## src/rtl/fifo_uart_streamer_pkg.sv

```systemverilog
// ----------------------------------------------------------------------------
// fifo_uart_streamer_pkg
// Shared definitions for the FIFO-to-UART word streamer:
//   - default clock / baud figures used to derive cycles per UART bit
//   - default sync marker byte (used only when UART_WORD_SYNC_EN is defined)
//   - top-level FSM state encoding
// No ports (package).
// ----------------------------------------------------------------------------
package fifo_uart_streamer_pkg;

    localparam int         DEF_CLK_FREQ   = 160_000_000;
    localparam int         DEF_BAUD_RATE  = 2_000_000;
    localparam logic [7:0] DEF_SYNC_BYTE  = 8'hA5;

    localparam int         BYTES_PER_WORD = 8;
    localparam int         BITS_PER_FRAME = 10;   // start + 8 data + stop

    typedef enum logic [2:0] {
        ST_IDLE,
        ST_WAIT,
        ST_LATCH,
        ST_SYNC,
        ST_START,
        ST_DATA,
        ST_STOP
    } state_t;

endpackage

```

## src/rtl/fifo_uart_streamer_uart_tx_byte.sv

```systemverilog
// ----------------------------------------------------------------------------
// uart_tx_byte
// Frames one byte as UART 8N1 (start, 8 data bits LSB first, stop) and owns
// the bit timer. A new byte may be loaded while idle or in the last cycle of
// the stop bit (done=1), which gives gap-free back-to-back frames.
// Ports:
//   sys_clk    in   system clock
//   sys_rst_n  in   synchronous reset, active low (line returns high)
//   load       in   accept load_data and start a frame next cycle
//   load_data  in   byte to send
//   tx         out  serial line, idle high, registered
//   busy       out  frame in progress
//   start_end  out  last cycle of the start bit
//   data_end   out  last cycle of data bit 7
//   done       out  last cycle of the stop bit
// ----------------------------------------------------------------------------
module uart_tx_byte #(
    parameter int CLKS_PER_BIT = 80        // minimum 2
) (
    input  logic       sys_clk,
    input  logic       sys_rst_n,
    input  logic       load,
    input  logic [7:0] load_data,
    output logic       tx,
    output logic       busy,
    output logic       start_end,
    output logic       data_end,
    output logic       done
);

    localparam int TMR_W = (CLKS_PER_BIT > 1) ? $clog2(CLKS_PER_BIT) : 1;
    localparam logic [TMR_W-1:0] TMR_LAST = TMR_W'(CLKS_PER_BIT - 1);

    logic [TMR_W-1:0] bit_tmr;
    logic [3:0]       bit_pos;    // 0 start, 1..8 data, 9 stop
    logic [7:0]       data_sr;
    logic             active;
    logic             bit_end;

    assign bit_end   = active && (bit_tmr == TMR_LAST);
    assign start_end = bit_end && (bit_pos == 4'd0);
    assign data_end  = bit_end && (bit_pos == 4'd8);
    assign done      = bit_end && (bit_pos == 4'd9);
    assign busy      = active;

    always_ff @(posedge sys_clk) begin
        if (!sys_rst_n) begin
            active  <= 1'b0;
            tx      <= 1'b1;
            bit_tmr <= '0;
            bit_pos <= '0;
            data_sr <= '1;
        end else if (load) begin
            active  <= 1'b1;
            tx      <= 1'b0;
            bit_tmr <= '0;
            bit_pos <= '0;
            data_sr <= load_data;
        end else if (active) begin
            if (bit_end) begin
                bit_tmr <= '0;
                if (bit_pos == 4'd9) begin
                    active <= 1'b0;
                end else begin
                    bit_pos <= bit_pos + 4'd1;
                    if (bit_pos <= 4'd7) begin
                        // ones shift in behind the data so the line rests high
                        tx      <= data_sr[0];
                        data_sr <= {1'b1, data_sr[7:1]};
                    end else begin
                        tx <= 1'b1;
                    end
                end
            end else begin
                bit_tmr <= bit_tmr + 1'b1;
            end
        end
    end

endmodule

```

## src/rtl/fifo_uart_streamer.sv

```systemverilog
// ----------------------------------------------------------------------------
// fifo_uart_streamer
// Drains 64-bit words from the output FIFO and sends each one as 8 UART 8N1
// bytes, LSB byte first. A word is read only when the previous one has fully
// left the line, so the FIFO is never over-read.
// Optional build macro: UART_WORD_SYNC_EN -- prefixes every word with the
// SYNC_BYTE marker framed as an ordinary 8N1 byte.
// Ports:
//   sys_clk         in   system clock
//   sys_rst_n       in   synchronous reset, active low
//   stream_en       in   allow a new word to start
//   fifo_empty      in   output FIFO empty flag
//   fifo_read_en    out  one-cycle read strobe per word
//   fifo_read_data  in   64-bit FIFO data, valid the cycle after the strobe
//   uart_tx         out  serial line, idle high
//   busy            out  high from the FIFO read until the last stop bit ends
//   word_count      out  words fully transmitted, wraps at 2^32
//
// state    | meaning
// IDLE     | waiting for stream_en && !fifo_empty; issues the read strobe
// WAIT     | FIFO read latency
// LATCH    | capture the word, load the first frame
// SYNC     | marker byte on the line (UART_WORD_SYNC_EN only)
// START    | start bit of a data byte
// DATA     | data bits of a data byte
// STOP     | stop bit; chains the next byte or finishes the word
// ----------------------------------------------------------------------------
module fifo_uart_streamer
    import fifo_uart_streamer_pkg::*;
#(
    parameter int         CLK_FREQ     = DEF_CLK_FREQ,
    parameter int         BAUD_RATE    = DEF_BAUD_RATE,
`ifdef UART_WORD_SYNC_EN
    parameter logic [7:0] SYNC_BYTE    = DEF_SYNC_BYTE,
`endif
    parameter int         CLKS_PER_BIT = CLK_FREQ / BAUD_RATE
) (
    input  logic        sys_clk,
    input  logic        sys_rst_n,
    input  logic        stream_en,
    input  logic        fifo_empty,
    output logic        fifo_read_en,
    input  logic [63:0] fifo_read_data,
    output logic        uart_tx,
    output logic        busy,
    output logic [31:0] word_count
);

    state_t      state;
    state_t      state_n;
    logic [63:0] shift_word;
    logic [2:0]  byte_idx;

    logic        rd_req;
    logic        latch_en;
    logic        shift_en;
    logic        word_done;
    logic        tx_load;
    logic [7:0]  tx_data;
    logic        tx_busy;
    logic        tx_start_end;
    logic        tx_data_end;
    logic        tx_done;

    uart_tx_byte #(
        .CLKS_PER_BIT (CLKS_PER_BIT)
    ) u_tx (
        .sys_clk   (sys_clk),
        .sys_rst_n (sys_rst_n),
        .load      (tx_load),
        .load_data (tx_data),
        .tx        (uart_tx),
        .busy      (tx_busy),
        .start_end (tx_start_end),
        .data_end  (tx_data_end),
        .done      (tx_done)
    );

    // The strobe is a Mealy output of IDLE; masking it with reset keeps a
    // reset cycle from popping a FIFO word that would then be thrown away.
    assign fifo_read_en = rd_req && sys_rst_n;
    assign busy         = (state != ST_IDLE) || fifo_read_en;

    always_comb begin
        state_n   = state;
        rd_req    = 1'b0;
        latch_en  = 1'b0;
        shift_en  = 1'b0;
        word_done = 1'b0;
        tx_load   = 1'b0;
        tx_data   = shift_word[7:0];

        case (state)
            ST_IDLE: begin
                if (stream_en && !fifo_empty && !tx_busy) begin
                    rd_req  = 1'b1;
                    state_n = ST_WAIT;
                end
            end
            ST_WAIT: begin
                state_n = ST_LATCH;
            end
            ST_LATCH: begin
                latch_en = 1'b1;
                tx_load  = 1'b1;
`ifdef UART_WORD_SYNC_EN
                tx_data  = SYNC_BYTE;
                state_n  = ST_SYNC;
`else
                // shift_word is written at this edge, so byte 0 comes straight off the bus
                tx_data  = fifo_read_data[7:0];
                state_n  = ST_START;
`endif
            end
`ifdef UART_WORD_SYNC_EN
            ST_SYNC: begin
                if (tx_done) begin
                    tx_load = 1'b1;
                    tx_data = shift_word[7:0];
                    state_n = ST_START;
                end
            end
`endif
            ST_START: begin
                if (tx_start_end) begin
                    state_n = ST_DATA;
                end
            end
            ST_DATA: begin
                if (tx_data_end) begin
                    state_n = ST_STOP;
                end
            end
            ST_STOP: begin
                if (tx_done) begin
                    if (byte_idx != 3'd7) begin
                        // next byte is loaded in the stop bit's last cycle: no idle gap
                        tx_load  = 1'b1;
                        tx_data  = shift_word[15:8];
                        shift_en = 1'b1;
                        state_n  = ST_START;
                    end else begin
                        word_done = 1'b1;
                        state_n   = ST_IDLE;
                    end
                end
            end
            default: begin
                state_n = ST_IDLE;
            end
        endcase
    end

    always_ff @(posedge sys_clk) begin
        if (!sys_rst_n) begin
            state      <= ST_IDLE;
            shift_word <= '0;
            byte_idx   <= '0;
            word_count <= '0;
        end else begin
            state <= state_n;
            if (latch_en) begin
                shift_word <= fifo_read_data;
                byte_idx   <= '0;
            end else if (shift_en) begin
                shift_word <= {8'h00, shift_word[63:8]};
                byte_idx   <= byte_idx + 3'd1;
            end
            if (word_done) begin
                word_count <= word_count + 32'd1;
            end
        end
    end

endmodule
```

## config.mk

```make
export PLATFORM = sky130hd
export DESIGN_NAME = fifo_uart_streamer
export DESIGN_NICKNAME = d
export VERILOG_FILES = /design/src/rtl/fifo_uart_streamer_pkg.sv /design/src/rtl/fifo_uart_streamer_uart_tx_byte.sv /design/src/rtl/fifo_uart_streamer.sv
export SDC_FILE = /design/constraint.sdc
export NUM_CORES = 1
export LEC_CHECK = 0
export ABC_AREA = 1
export CORE_MARGIN = 2
export CORE_UTILIZATION = 55
export DETAILED_ROUTE_END_ITERATION = 16
export PLACE_DENSITY = 0.85
export SYNTH_ARGS = -nofsm -noshare
export SYNTH_HDL_FRONTEND = slang
export SYNTH_HIERARCHICAL = 1
export SYNTH_SLANG_ARGS = --single-unit
```

## constraint.sdc

```tcl
create_clock -name sys_clk -period 4.83 [get_ports sys_clk]
set_input_delay 0.483 -clock sys_clk [delete_from_list [all_inputs] [get_ports sys_clk]]
set_output_delay 0.483 -clock sys_clk [all_outputs]
set_load 0.02 [all_outputs]
```

==> results.toml <==
[outcome]
status = "complete, no violations"

[power_and_ir_drop]
p_leak_nw = 2.87
combPwrFrac = 0.159
power.internal_mw = 2.06
power_switching_share = 0.284
netSwitchingPower_uw = 815
p_clk_frac = 0.441
seq_power_share = 0.400
vdd_drop_max_mv = 0.241
p_per_area_nw_per_um2 = 381
power_mw = 2.87

[synth]
yosysMostFrequentCell = "nand2_1"
ys_types = 36
synthTopCellsByArea = "dfxtp_1, nand2_1, a21oi_1, nor2_1, nand3_1"
syn_avg_cell_area_um2 = 6.84
synth_fp_nets = 946
yosys_register_bits = 123
yosysSeqAreaShare = 0.414
synth_top_area_share = 0.414
yosys_warnings = 6
yosysTopAreaCell = "dfxtp_1"
synth-main-ff-cell = "dfxtp_1"
syn_area_um2 = 5950
async_reset_ff_frac = 0
synth_edf_count = 0
netlist_instances = 871
ys_top_cells_by_count = "nand2_1, dfxtp_1, nor2_1, a21oi_1, inv_1"

[placement]
dp_hpwl_mm = 9.93
place.gp.congestion = 0.914
portBuffers = 102

[floorplan]
initial_core_util = 0.572
boundaryPins = 103
row_count = 37
dieArea_um2 = 11700
core_area_um2 = 10400
die_y_um = 108
chipWidth_um = 108

[finish]
fill_cells = 839
insertedDiodeCount = 0
drive_gt1_frac = 0.0721
final_nets = 1033
areaGrowthSynthToFinish_pct = 26.8

[routing]
wirelength_mm = 14.9
drc = 0
vias = 5872
firstDrtPassIters = 6
avgRoutedWirePerCell_um = 13.5
vias_per_cell = 5.30
first_iter_violations = 411
antenna_left = 0

[grt]
grt_pass1_vias = 5096
track_usage = 0.263
antenna_found_initial = 0
grt_pass1_wl_mm = 24.3
overflow = 0
grt_max_degree = 66

[clock_network]
cts_setup_buffers = 0
cts.clk_slew.worst_paths_ns = 0.06
cts_buffer_depth = 2
cts_sinks = 123
cts_resized = 0
clock_latency_ns = 0.53
numCtsBuffers = 17
cts_max_level = 4
tritoncts = "done"
postCtsHoldBufs = 0
cts_root_buf = "clkbuf_8"

[setup_path]
path_max_fanout = 55
path_cells = "ha_1 > nand3_1 > inv_1 > nand3_1 > inv_1 > inv_1 > nor2_4 > inv_1 > nor2_4 > nor2_2 > inv_2 > buf_4 > nor2_1 > nand2_1 > nand3_1"
endpoint_kind = "flip-flop"
crit_buf_inv = 6
cp.required_ns = 5.24
path_common_cell = "inv_1"
path_class = "reg2reg"
crit_slowest_cell = "nor2_4"
critPathTopFamily = "simple AND/OR/NAND/NOR gates"
worst_setup_path_start_kind = "flip-flop"
crit_arrival_ns = 3.68
cpPeakStageDelay_ns = 0.62

[sta]
tightestPinTransition_ns = 0.990
rsz0062_at_grt = "false"
max_freq_ghz = 0.305
relSlewSlack = 0.340
fin_skew_ns = 0.0108
finalHoldViolations = 0
min_period_ns = 3.27
report.final.slew_viol_count = 0
setup_viol = 0
fin_tns_setup_ns = 0
min_period_over_period = 0.678

[worst_hold_path]
hp-class = "reg2reg"

[job]
cap_viol_max_count = 0
==> power groups by stage <==
stage	clock, mW	sequential, mW	combinational, mW
floorplan	0	1.15	0.344
global placement	0	1.17	0.444
detailed placement	0	1.17	0.451
CTS	1.28	1.15	0.456
global route	1.33	1.16	0.513
finish	1.27	1.15	0.456
==> worst min-delay path: stages (launching register included) <==
cell,delay [ns]
dfxtp_1,0.31
nand2_1,0.06
a21oi_1,0.05
==> logic make-up after synthesis <==
logic type,count (synthesis),synth area share
XOR/XNOR,5,0.00735
AO/OA/AOI/OAI,158,0.142
flip-flops,123,0.414
AND/OR/NAND/NOR,479,0.348
adder cells (fa/ha/maj),7,0.0147
buffers and inverters,99,0.0748
==> per-layer routing <==
layer,global-route usage,vias to the layer above,wire [um]
li1,-,3009,-
met2,0.416,235,7070
met1,0.357,2613,6660
met5,0,-,0
met4,0.0751,0,159
met3,0.0657,15,1050
==> placed cells by master, fill, tap and decap left out, types with 5 or more instances in the layout <==
cell type	Yosys	layout
o22ai_1	11	11
nor2_1	103	103
dfxtp_1	123	123
inv_2	6	7
inv_1	54	53
ha_1	7	7
a31oi_1	13	13
nand3_1	52	52
or2_2	5	5
nor2_4	8	9
a21oi_1	85	85
clkbuf_16	0	16
nand4_1	11	11
clkdlybuf4s50_1	0	101
nand2_1	274	274
a22oi_1	9	9
o21ai_0	38	38
==> metrics by stage <==
step / util / cell area [um2] / std cells / hold WS, ns / setup WS, ns
after floorplan: - / 5950 / 871 / 0.435 / 2.51
after global placement: 0.668 / 6960 / 1075 / 0.449 / 1.74
after detailed placement: 0.668 / 6960 / 1075 / 0.449 / 1.67
after CTS: 0.725 / 7550 / 1107 / 0.457 / 1.58
after global routing: 0.725 / 7550 / 1107 / 0.483 / 1.18
final: 0.725 / 7550 / 1107 / 0.459 / 1.56
==> sequential cells by signal, summed over array words and instances, names as in the netlist <==
signal        count
state             3
u_tx/busy         1
u_tx/bit_tmr      7
byte_idx          3
shift_word       64
u_tx/tx           1
word_count       32
u_tx/bit_pos      4
u_tx/data_sr      8
==> final cells by class <==
type / instances / area, um2 / area share
Tap cell: 136 / 170 / 0.0225
Clock buffer: 18 / 418 / 0.0554
Clock inverter: 14 / 170 / 0.0225
Sequential cell: 123 / 2460 / 0.326
Inverter: 61 / 230 / 0.0305
Timing Repair Buffer: 106 / 1050 / 0.139
Multi-Input combinational cell: 649 / 3050 / 0.404
==> path summary, 6_finish.rpt <==
path	from	endpoint	slack [ns]	depth (start not counted)
setup / recovery	u_tx/bit_pos[0]$_SDFFE_PP0P_	u_tx/data_sr[4]$_SDFFE_PN1P_	1.56	15
hold / removal	shift_word[57]$_SDFFE_PN0P_	shift_word[57]$_SDFFE_PN0P_	0.46	2
setup reg to reg	u_tx/bit_pos[0]$_SDFFE_PP0P_	u_tx/data_sr[4]$_SDFFE_PN1P_	1.56	15
hold reg to reg	shift_word[57]$_SDFFE_PN0P_	shift_word[57]$_SDFFE_PN0P_	0.46	2
No activity file was read; power rests on OpenSTA's default activity.
